<file path="config.mk">
export PLATFORM = sky130hd
export DESIGN_NAME = boid_vel_update
export DESIGN_NICKNAME = d
export VERILOG_FILES = /design/src/rtl/boid_pkg.sv /design/src/rtl/seq_divider.sv /design/src/rtl/boid_vel_update.sv
export SDC_FILE = /design/constraint.sdc
export NUM_CORES = 2
export LEC_CHECK = 0
export CORE_AREA = 2 2 419 338
export DETAILED_ROUTE_END_ITERATION = 8
export DIE_AREA = 0 0 421 340
export SYNTH_ARGS = -nofsm -noshare
export SYNTH_HDL_FRONTEND = slang
export SYNTH_SLANG_ARGS = --single-unit
</file>
<file path="constraint.sdc">
create_clock -name clk -period 10.67 [get_ports clk]
set_input_delay 1.6005 -clock clk [delete_from_list [all_inputs] [get_ports clk]]
set_output_delay 1.6005 -clock clk [all_outputs]
set_load 0.05 [all_outputs]
</file>
<file path="src/rtl/boid_pkg.sv">
// ============================================================================
// boid_pkg : shared types, FSM encoding and default tuning constants
// Rev 1.0  : initial release
// ============================================================================
`default_nettype none

package boid_pkg;

   typedef logic signed [31:0] fix16_t;

   typedef enum logic [2:0] {
      IDLE  = 3'd0,
      DIV   = 3'd1,
      STEER = 3'd2,
      LIMIT = 3'd3,
      MOVE  = 3'd4
   } state_t;

   localparam int     CENTER_SHIFT_DEF = 10;
   localparam int     MATCH_SHIFT_DEF  = 3;
   localparam int     AVOID_SHIFT_DEF  = 4;
   localparam fix16_t TURN_DEF         = 32'sd13107;
   localparam fix16_t MARGIN_L_DEF     = 32'sd100 <<< 16;
   localparam fix16_t MARGIN_R_DEF     = 32'sd540 <<< 16;
   localparam fix16_t MARGIN_T_DEF     = 32'sd100 <<< 16;
   localparam fix16_t MARGIN_B_DEF     = 32'sd380 <<< 16;
   localparam fix16_t SCREEN_W_DEF     = 32'sd640 <<< 16;
   localparam fix16_t SCREEN_H_DEF     = 32'sd480 <<< 16;
   localparam fix16_t MAX_SPEED_DEF    = 32'sd6 <<< 16;
   localparam fix16_t MIN_SPEED_DEF    = 32'sd3 <<< 16;
   localparam int     LIMIT_ITERS_DEF  = 16;

   // Magnitude as unsigned; the most negative value maps to 2^31 exactly.
   function automatic logic [31:0] mag(input fix16_t v);
      return v[31] ? 32'(-v) : 32'(v);
   endfunction

endpackage

`default_nettype wire

</file>
<file path="src/rtl/seq_divider.sv">
// ============================================================================
// seq_divider : unsigned 32/6 restoring divider, 32 cycles per quotient
// Rev 1.0     : initial release
// ============================================================================
`default_nettype none

module seq_divider (
   input  logic        clk,
   input  logic        reset,
   input  logic        start,
   input  logic [31:0] dividend,
   input  logic [5:0]  divisor,
   output logic [31:0] quotient,
   output logic        done
);

   logic [5:0]  rem;
   logic [5:0]  div_r;
   logic [4:0]  cnt;
   logic        running;

   logic [31:0] q_src;
   logic [5:0]  rem_src;
   logic [5:0]  d_src;
   logic [6:0]  trial;
   logic [5:0]  rem_nxt;
   logic [31:0] q_nxt;

   // The start cycle performs the first step straight from the inputs,
   // so 32 steps complete exactly 32 edges after start.
   always_comb begin
      q_src   = start ? dividend : quotient;
      rem_src = start ? 6'd0     : rem;
      d_src   = start ? divisor  : div_r;
      trial   = {rem_src, q_src[31]};
      rem_nxt = trial[5:0];
      q_nxt   = {q_src[30:0], 1'b0};
      if (trial >= {1'b0, d_src}) begin
         rem_nxt = 6'(trial - {1'b0, d_src});
         q_nxt   = {q_src[30:0], 1'b1};
      end
   end

   always_ff @(posedge clk) begin
      if (reset) begin
         rem      <= '0;
         div_r    <= '0;
         cnt      <= '0;
         running  <= 1'b0;
         quotient <= '0;
         done     <= 1'b0;
      end else begin
         done <= 1'b0;
         if (start) begin
            quotient <= q_nxt;
            rem      <= rem_nxt;
            div_r    <= divisor;
            cnt      <= 5'd1;
            running  <= 1'b1;
         end else if (running) begin
            quotient <= q_nxt;
            rem      <= rem_nxt;
            cnt      <= cnt + 5'd1;
            if (cnt == 5'd31) begin
               running <= 1'b0;
               done    <= 1'b1;
            end
         end
      end
   end

endmodule

`default_nettype wire

</file>
<file path="src/rtl/boid_vel_update.sv">
// ============================================================================
// boid_vel_update : flocking rules, speed limit and move for one boid
// Rev 1.0 : initial release; BOID_WRAP_EN selects screen wrap over edge steering
// ============================================================================
`default_nettype none

module boid_vel_update
   import boid_pkg::*;
#(
   parameter int     CENTER_SHIFT = CENTER_SHIFT_DEF,
   parameter int     MATCH_SHIFT  = MATCH_SHIFT_DEF,
   parameter int     AVOID_SHIFT  = AVOID_SHIFT_DEF,
   parameter fix16_t TURN         = TURN_DEF,
   parameter fix16_t MARGIN_L     = MARGIN_L_DEF,
   parameter fix16_t MARGIN_R     = MARGIN_R_DEF,
   parameter fix16_t MARGIN_T     = MARGIN_T_DEF,
   parameter fix16_t MARGIN_B     = MARGIN_B_DEF,
   parameter fix16_t SCREEN_W     = SCREEN_W_DEF,
   parameter fix16_t SCREEN_H     = SCREEN_H_DEF,
   parameter fix16_t MAX_SPEED    = MAX_SPEED_DEF,
   parameter fix16_t MIN_SPEED    = MIN_SPEED_DEF,
   parameter int     LIMIT_ITERS  = LIMIT_ITERS_DEF
) (
   input  logic        clk,
   input  logic        reset,
   input  logic        start,
   input  logic [31:0] x,
   input  logic [31:0] y,
   input  logic [31:0] vx,
   input  logic [31:0] vy,
   input  logic [31:0] x_avg,
   input  logic [31:0] y_avg,
   input  logic [31:0] vx_avg,
   input  logic [31:0] vy_avg,
   input  logic [31:0] x_close,
   input  logic [31:0] y_close,
   input  logic [5:0]  boid_ctr,
   output logic        busy,
   output logic        done,
   output logic [31:0] x_out,
   output logic [31:0] y_out,
   output logic [31:0] vx_out,
   output logic [31:0] vy_out
);

`ifdef BOID_WRAP_EN
   localparam bit WRAP_EN = 1'b1;
`else
   localparam bit WRAP_EN = 1'b0;
`endif

   state_t      state, next;

   fix16_t      x_r, y_r, vx_r, vy_r, xc_r, yc_r;
   fix16_t      sum_r [0:3];
   fix16_t      avg_r [0:3];
   logic [5:0]  n_r;
   logic [1:0]  div_idx;
   logic [5:0]  iter;

   logic        div_start;
   logic [31:0] div_dividend;
   logic [5:0]  div_divisor;
   logic [31:0] div_q;
   logic        div_done;

   fix16_t      vx_st, vy_st;
   logic [31:0] ax, ay, mx, mn;
   logic [32:0] speed;
   logic        too_fast, too_slow, limit_exit;
   fix16_t      x_sum, y_sum, x_nxt, y_nxt;

   seq_divider u_div (
      .clk      (clk),
      .reset    (reset),
      .start    (div_start),
      .dividend (div_dividend),
      .divisor  (div_divisor),
      .quotient (div_q),
      .done     (div_done)
   );

   assign busy = (state != IDLE);

   always_ff @(posedge clk) begin
      if (reset) state <= IDLE;
      else       state <= next;
   end

   // The first division launches from IDLE on the raw inputs; each later one
   // launches in the done cycle of its predecessor, keeping DIV at 128 cycles.
   always_comb begin
      next         = state;
      div_start    = 1'b0;
      div_dividend = mag(fix16_t'(x_avg));
      div_divisor  = boid_ctr;
      case (state)
         IDLE: begin
            if (start) begin
               next      = (boid_ctr != 6'd0) ? DIV : STEER;
               div_start = (boid_ctr != 6'd0);
            end
         end
         DIV: begin
            div_dividend = mag(sum_r[2'(div_idx + 2'd1)]);
            div_divisor  = n_r;
            if (div_done) begin
               if (div_idx == 2'd3) next = STEER;
               else                 div_start = 1'b1;
            end
         end
         STEER:   next = LIMIT;
         LIMIT:   if (limit_exit) next = MOVE;
         MOVE:    next = IDLE;
         default: next = IDLE;
      endcase
   end

   always_comb begin
      vx_st = vx_r;
      vy_st = vy_r;
      if (n_r != 6'd0) begin
         vx_st = vx_st + ((avg_r[0] - x_r) >>> CENTER_SHIFT)
                       + ((avg_r[2] - vx_r) >>> MATCH_SHIFT);
         vy_st = vy_st + ((avg_r[1] - y_r) >>> CENTER_SHIFT)
                       + ((avg_r[3] - vy_r) >>> MATCH_SHIFT);
      end
      vx_st = vx_st + (xc_r >>> AVOID_SHIFT);
      vy_st = vy_st + (yc_r >>> AVOID_SHIFT);
      if (!WRAP_EN) begin
         if (x_r < MARGIN_L) vx_st = vx_st + TURN;
         if (x_r > MARGIN_R) vx_st = vx_st - TURN;
         if (y_r < MARGIN_T) vy_st = vy_st + TURN;
         if (y_r > MARGIN_B) vy_st = vy_st - TURN;
      end
   end

   // Alpha-max-beta-min speed estimate: max + min/2.
   always_comb begin
      ax         = mag(vx_r);
      ay         = mag(vy_r);
      mx         = (ax > ay) ? ax : ay;
      mn         = (ax > ay) ? ay : ax;
      speed      = {1'b0, mx} + {1'b0, mn >> 1};
      too_fast   = (speed > {1'b0, MAX_SPEED});
      too_slow   = (speed < {1'b0, MIN_SPEED});
      limit_exit = (!too_fast && !too_slow) || (iter == 6'(LIMIT_ITERS))
                || (vx_r == 32'sd0 && vy_r == 32'sd0);
   end

   always_comb begin
      x_sum = x_r + vx_r;
      y_sum = y_r + vy_r;
      x_nxt = x_sum;
      y_nxt = y_sum;
      if (WRAP_EN) begin
         if (x_sum < 32'sd0)         x_nxt = x_sum + SCREEN_W;
         else if (x_sum >= SCREEN_W) x_nxt = x_sum - SCREEN_W;
         if (y_sum < 32'sd0)         y_nxt = y_sum + SCREEN_H;
         else if (y_sum >= SCREEN_H) y_nxt = y_sum - SCREEN_H;
      end
   end

   always_ff @(posedge clk) begin
      if (reset) begin
         x_r     <= '0;
         y_r     <= '0;
         vx_r    <= '0;
         vy_r    <= '0;
         xc_r    <= '0;
         yc_r    <= '0;
         n_r     <= '0;
         div_idx <= '0;
         iter    <= '0;
         for (int i = 0; i < 4; i++) begin
            sum_r[i] <= '0;
            avg_r[i] <= '0;
         end
         done    <= 1'b0;
         x_out   <= '0;
         y_out   <= '0;
         vx_out  <= '0;
         vy_out  <= '0;
      end else begin
         done <= 1'b0;
         case (state)
            IDLE: begin
               if (start) begin
                  x_r      <= x;
                  y_r      <= y;
                  vx_r     <= vx;
                  vy_r     <= vy;
                  xc_r     <= x_close;
                  yc_r     <= y_close;
                  sum_r[0] <= x_avg;
                  sum_r[1] <= y_avg;
                  sum_r[2] <= vx_avg;
                  sum_r[3] <= vy_avg;
                  n_r      <= boid_ctr;
                  div_idx  <= '0;
                  iter     <= '0;
               end
            end
            DIV: begin
               if (div_done) begin
                  avg_r[div_idx] <= sum_r[div_idx][31] ? fix16_t'(-div_q)
                                                       : fix16_t'(div_q);
                  div_idx        <= div_idx + 2'd1;
               end
            end
            STEER: begin
               vx_r <= vx_st;
               vy_r <= vy_st;
            end
            LIMIT: begin
               if (!limit_exit) begin
                  if (too_fast) begin
                     vx_r <= vx_r - (vx_r >>> 3);
                     vy_r <= vy_r - (vy_r >>> 3);
                  end else begin
                     vx_r <= vx_r + (vx_r >>> 3);
                     vy_r <= vy_r + (vy_r >>> 3);
                  end
                  iter <= iter + 6'd1;
               end
            end
            MOVE: begin
               x_out  <= x_nxt;
               y_out  <= y_nxt;
               vx_out <= vx_r;
               vy_out <= vy_r;
               done   <= 1'b1;
            end
            default: ;
         endcase
      end
   end

endmodule

`default_nettype wire

</file>
==> run summary <==
The slew at the pin closest to its max-slew limit works out to 1.37 ns. The final number of hold-violating endpoints was 0; the count of placed standard cells in the final layout, fillers left out was 9596. The run gives 10 as the number of antenna violations at the first check in global routing. Counting every sink on the clock net gives 639. Summed over all cells, the static leakage comes to 29.2 nW. By instance count, the leading cell after synthesis is sky130_fd_sc_hd__nand2_1. By area the synthesized netlist is led by sky130_fd_sc_hd__edfxtp_1 (14%), sky130_fd_sc_hd__dfxtp_1 (14%), sky130_fd_sc_hd__ha_1 (10%). The tools report the HPWL after detailed placement as 170000 um. For this block, the via count after detailed routing is 54300. The number of max-slew violations in the final report was 0; the remaining global-route overflow was 0.

The most instantiated flip-flop cell in the synthesis netlist was sky130_fd_sc_hd__dfxtp_1. The tools report the core area as 139000 um^2. Wire length of the first global-routing pass: 318000 um. Summed over all instances, the cell type with the most area after synthesis is sky130_fd_sc_hd__edfxtp_1. Setup repair after global routing could not meet its margin everywhere.

Counting flops with a built-in enable in the synthesized netlist gives 256. The tools report the clock tree root driver cell as sky130_fd_sc_hd__clkbuf_16. The kind of start point of the critical path was a flop. Once the floorplan was initialized, standard cells occupied 39.7% of the core.

In this run the count of I/O pins placed on the die edge is 459. In this run the register-to-register setup slack is -0.45 ns. In this run the power density over the cells is 279 nW/um^2. Setup violations remaining at the end of the flow were counted as 13. The tools report the worst reg2reg path startpoint as vx_r[3]$_SDFFE_PP0P_.

Once detail routing completed, the nets flagged for antenna violations numbered 0. The final reports fail on negative setup slack. The tools report the worst hold slack across all endpoints as 0.447 ns. From synthesis to final layout, the design area changed by 27.2%.

The tools report the number of instances in the synthesized netlist as 6723. The launch instance of the worst min-delay path was y_out[19]$_SDFFE_PP0P_. Static timing analysis puts the maximum clock frequency at 89.9 MHz. The run gives 0 as the number of buffers inserted by hold repair at cts. The number of nets in the synthesized netlist is 7577.

The flow ran to the end, but the final reports show violations. Of all nets on the critical path, the largest fanout is 8. The width of the die works out to 421 um. The congestion estimate from routability-driven global placement came to 0.950. The number of global-route vias before repair came out at 51500. After detailed placement, the design holds a cell count of 9389. TritonCTS built the clock tree. The number of warning messages in the yosys log came out at 0. The per-instance average area after synthesis was 8.22 um^2.

Dividing the detail-routed wire length by the instance count gives 22.5 um. The setup TNS after final layout is -2.77 ns. Sorting the synthesized cells by how often they occur yields sky130_fd_sc_hd__nand2_1 (672), sky130_fd_sc_hd__nor2_1 (598), sky130_fd_sc_hd__a21oi_1 (543). Of the total power, registers draw 14.4%. The area share of the largest cell type after synthesis was 13.9%. For the worst flop-to-flop path, the logic depth is 53. The first detailed-routing pass took 7 iterations. Clock-pin slew was measured on the worst setup and hold paths at 0.06 ns.

The path with the worst hold slack has its endpoint at y_out[19]$_SDFFE_PP0P_. Across every metal layer, demand over resource in global routing totals 28.9%. At the later pin of the worst-skew pair, clock insertion delay measures 0.75 ns. In the final layout, the share of cells above drive strength 1 is 15.2%.

For the number of buffers added by the clock tree synthesis step, the log shows 78. The critical path class is flop to flop. Across the routed clock network, the largest skew measured is 0.0495 ns.

The total wirelength of the detailed-routed design came out at 216000 um. Counting flops with an async set or reset pin after synthesis yields a share of 0%. The endpoint of the worst register-to-register path was vx_r[31]$_SDFFE_PP0P_. After the last flow step, the layout net total stands at 8510. The worst hold path stage count was 2. For the full die area, the log shows 143000 um^2. Internal power comes to 10.3 mW. Critical path endpoint category: a flop. Counting stages on the worst path, the most repeated cell is sky130_fd_sc_hd__buf_6.

The first routing iteration left 4858 violations. The floorplan die height is 340 um. The worst path in the final design needs a cycle of 11.12 ns, including I/O delays and setup.

Summing every instance area after synthesis gives 55300 um^2. In this run switching power makes up 47.4% of total power. The logs give 0 for the number of antenna cells inserted and 11.30 ns for the critical path data required time.

The logs give 123 for the floorplan row count and 8.13% for the relative slew slack. The run gives 70.9% as the combinational cell fraction of total power. The longest individual stage delay on the worst path was 0.41 ns; the worst setup margin was -0.451 ns. The type of the worst min-delay path is flop to flop. Data on the critical path arrives at its endpoint at 11.75 ns. The slowest library cell on the worst path was sky130_fd_sc_hd__or3_4.

The largest buffer count on any clock path was 3. Max-cap check violation count: 0. The reported net switching power was 9.29 mW. Synthesis inferred 639 register bits. The number of library cell types mapped by synthesis is 121. The logs give 0.187 mV for the worst ir drop on vdd and 3 for the number of H-tree levels.

The total power consumption of the routed design is 19.6 mW, and the count of input and output buffers is 450. The clock power share is 14.7%, and the residual DRC count is 0. The final critical path takes up 104% of the cycle. Entering global routing, the biggest net connects 177 pins.

The sequential-to-total area share from yosys stat is 27.8%. The run gives 13400 as the count of filler cells inserted in the layout. The post-placement setup slack was -1.01 ns; the detailed-route vias per instance was 5.66.
critical path: cells and delay by family, from the launching register on:
family / cells / cell delay, ns
multiplexers: 1 / 0.12
XOR/XNOR: 3 / 0.47
buffers and inverters: 10 / 1.41
AO/OA/AOI/OAI: 19 / 3.89
AND/OR/NAND/NOR: 16 / 3.70
flip-flops: 1 / 0.32
adder cells (fa/ha/maj): 4 / 1.07
per-layer routing:
layer / track usage (%) / part of all wire [%]
met4: 12.5 / 4.7
met1: 38.6 / 44
met3: 4.39 / 6.3
met2: 46.2 / 45
met5: 0 / 0
what timing repair did:
item	in CTS	in global routing
pin swaps	80	143
setup endpoints to repair	35	47
buffers inserted	39	28
resized for setup	103	145
gates cloned	4	1
cells by family (layout without fill, tap and decap cells):
family                   count (synthesis)  in the layout  share of synthesized area (%)
AND/OR/NAND/NOR                       2222           2223                           19.2
AO/OA/AOI/OAI                         1837           1837                           21.7
buffers and inverters                  743           1740                           5.33
flip-flops                             639            639                           27.8
XOR/XNOR                               620            620                           9.87
adder cells (fa/ha/maj)                525            525                           12.9
multiplexers                           137            137                           3.20
state kept, by name (all words and copies together) (netlist names), 28 cells and up, named ones only:
register and cells:
yc_r 28, y_r 32, sum_r 128, xc_r 28
vx_out 32, vy_out 32, avg_r 128, y_out 32
vx_r 32, x_out 32, vy_r 32, x_r 32
u_div.quotient 32
power by group through the flow:
stage,logic [mW],registers (mW),clock network [mW]
5_1_grt,15.1,2.83,3.02
4_1_cts,13.3,2.81,2.93
3_5_place_dp,13.0,2.86,0
2_1_floorplan,8.76,2.84,0
6_report,13.9,2.82,2.89
3_3_place_gp,12.8,2.86,0
cells in the final DEF (no fill, tap or decap), drive strengths merged, types with 23 or more instances in the layout:
cell type      count
a211oi           120
a21o             153
a21oi            547
a22o              70
a31oi             53
and2             161
and3              37
buf              725
clkbuf           102
clkdlybuf4s50    449
clkinv            23
dfxtp            383
edfxtp           256
fa                72
ha               453
inv              428
mux2i            100
mux4              31
nand2            674
nand2b            78
nand3            138
nand4             78
nor2             598
nor2b             69
nor3             149
nor4              53
o211ai            85
o21a              74
o21ai            380
o21bai            43
o31ai             62
o41ai             24
or2               49
or3               59
xnor2            424
xor2             195
metrics by stage:
stage | utilization, % | area (um^2)
2_1_floorplan | - | 55400
3_3_place_gp | 47.4 | 66000
3_5_place_dp | 47.4 | 66000
4_1_cts | 49.9 | 69500
5_1_grt | 50.5 | 70300
6_report | 50.5 | 70300
layout make-up:
| cell class | count | area [um^2] | area share (%) |
|---|---|---|---|
| Multi-Input combinational cell | 5342 | 38100 | 54.1 |
| Clock inverter | 44 | 591 | 0.840 |
| Inverter | 419 | 1580 | 2.25 |
| Timing Repair Buffer | 1176 | 10200 | 14.5 |
| Tap cell | 1875 | 2350 | 3.34 |
| Sequential cell | 639 | 15400 | 21.9 |
| Clock buffer | 101 | 2130 | 3.04 |
worst max-delay path by stage:
stage	from	endpoint	slack, ns	depth (start not counted)
floorplan	vx_r[3]$_SDFFE_PP0P_	vy_r[31]$_SDFFE_PP0P_	0.008	49
global placement	vx_r[3]$_SDFFE_PP0P_	vy_r[31]$_SDFFE_PP0P_	-1.00	52
detailed placement	vx_r[3]$_SDFFE_PP0P_	vy_r[31]$_SDFFE_PP0P_	-1.01	54
CTS	vx_r[3]$_SDFFE_PP0P_	vy_r[31]$_SDFFE_PP0P_	-0.18	53
global route	vx_r[3]$_SDFFE_PP0P_	vx_r[30]$_SDFFE_PP0P_	-0.80	51
finish	vx_r[3]$_SDFFE_PP0P_	vx_r[31]$_SDFFE_PP0P_	-0.45	53
(Power assumes the default switching activity.)
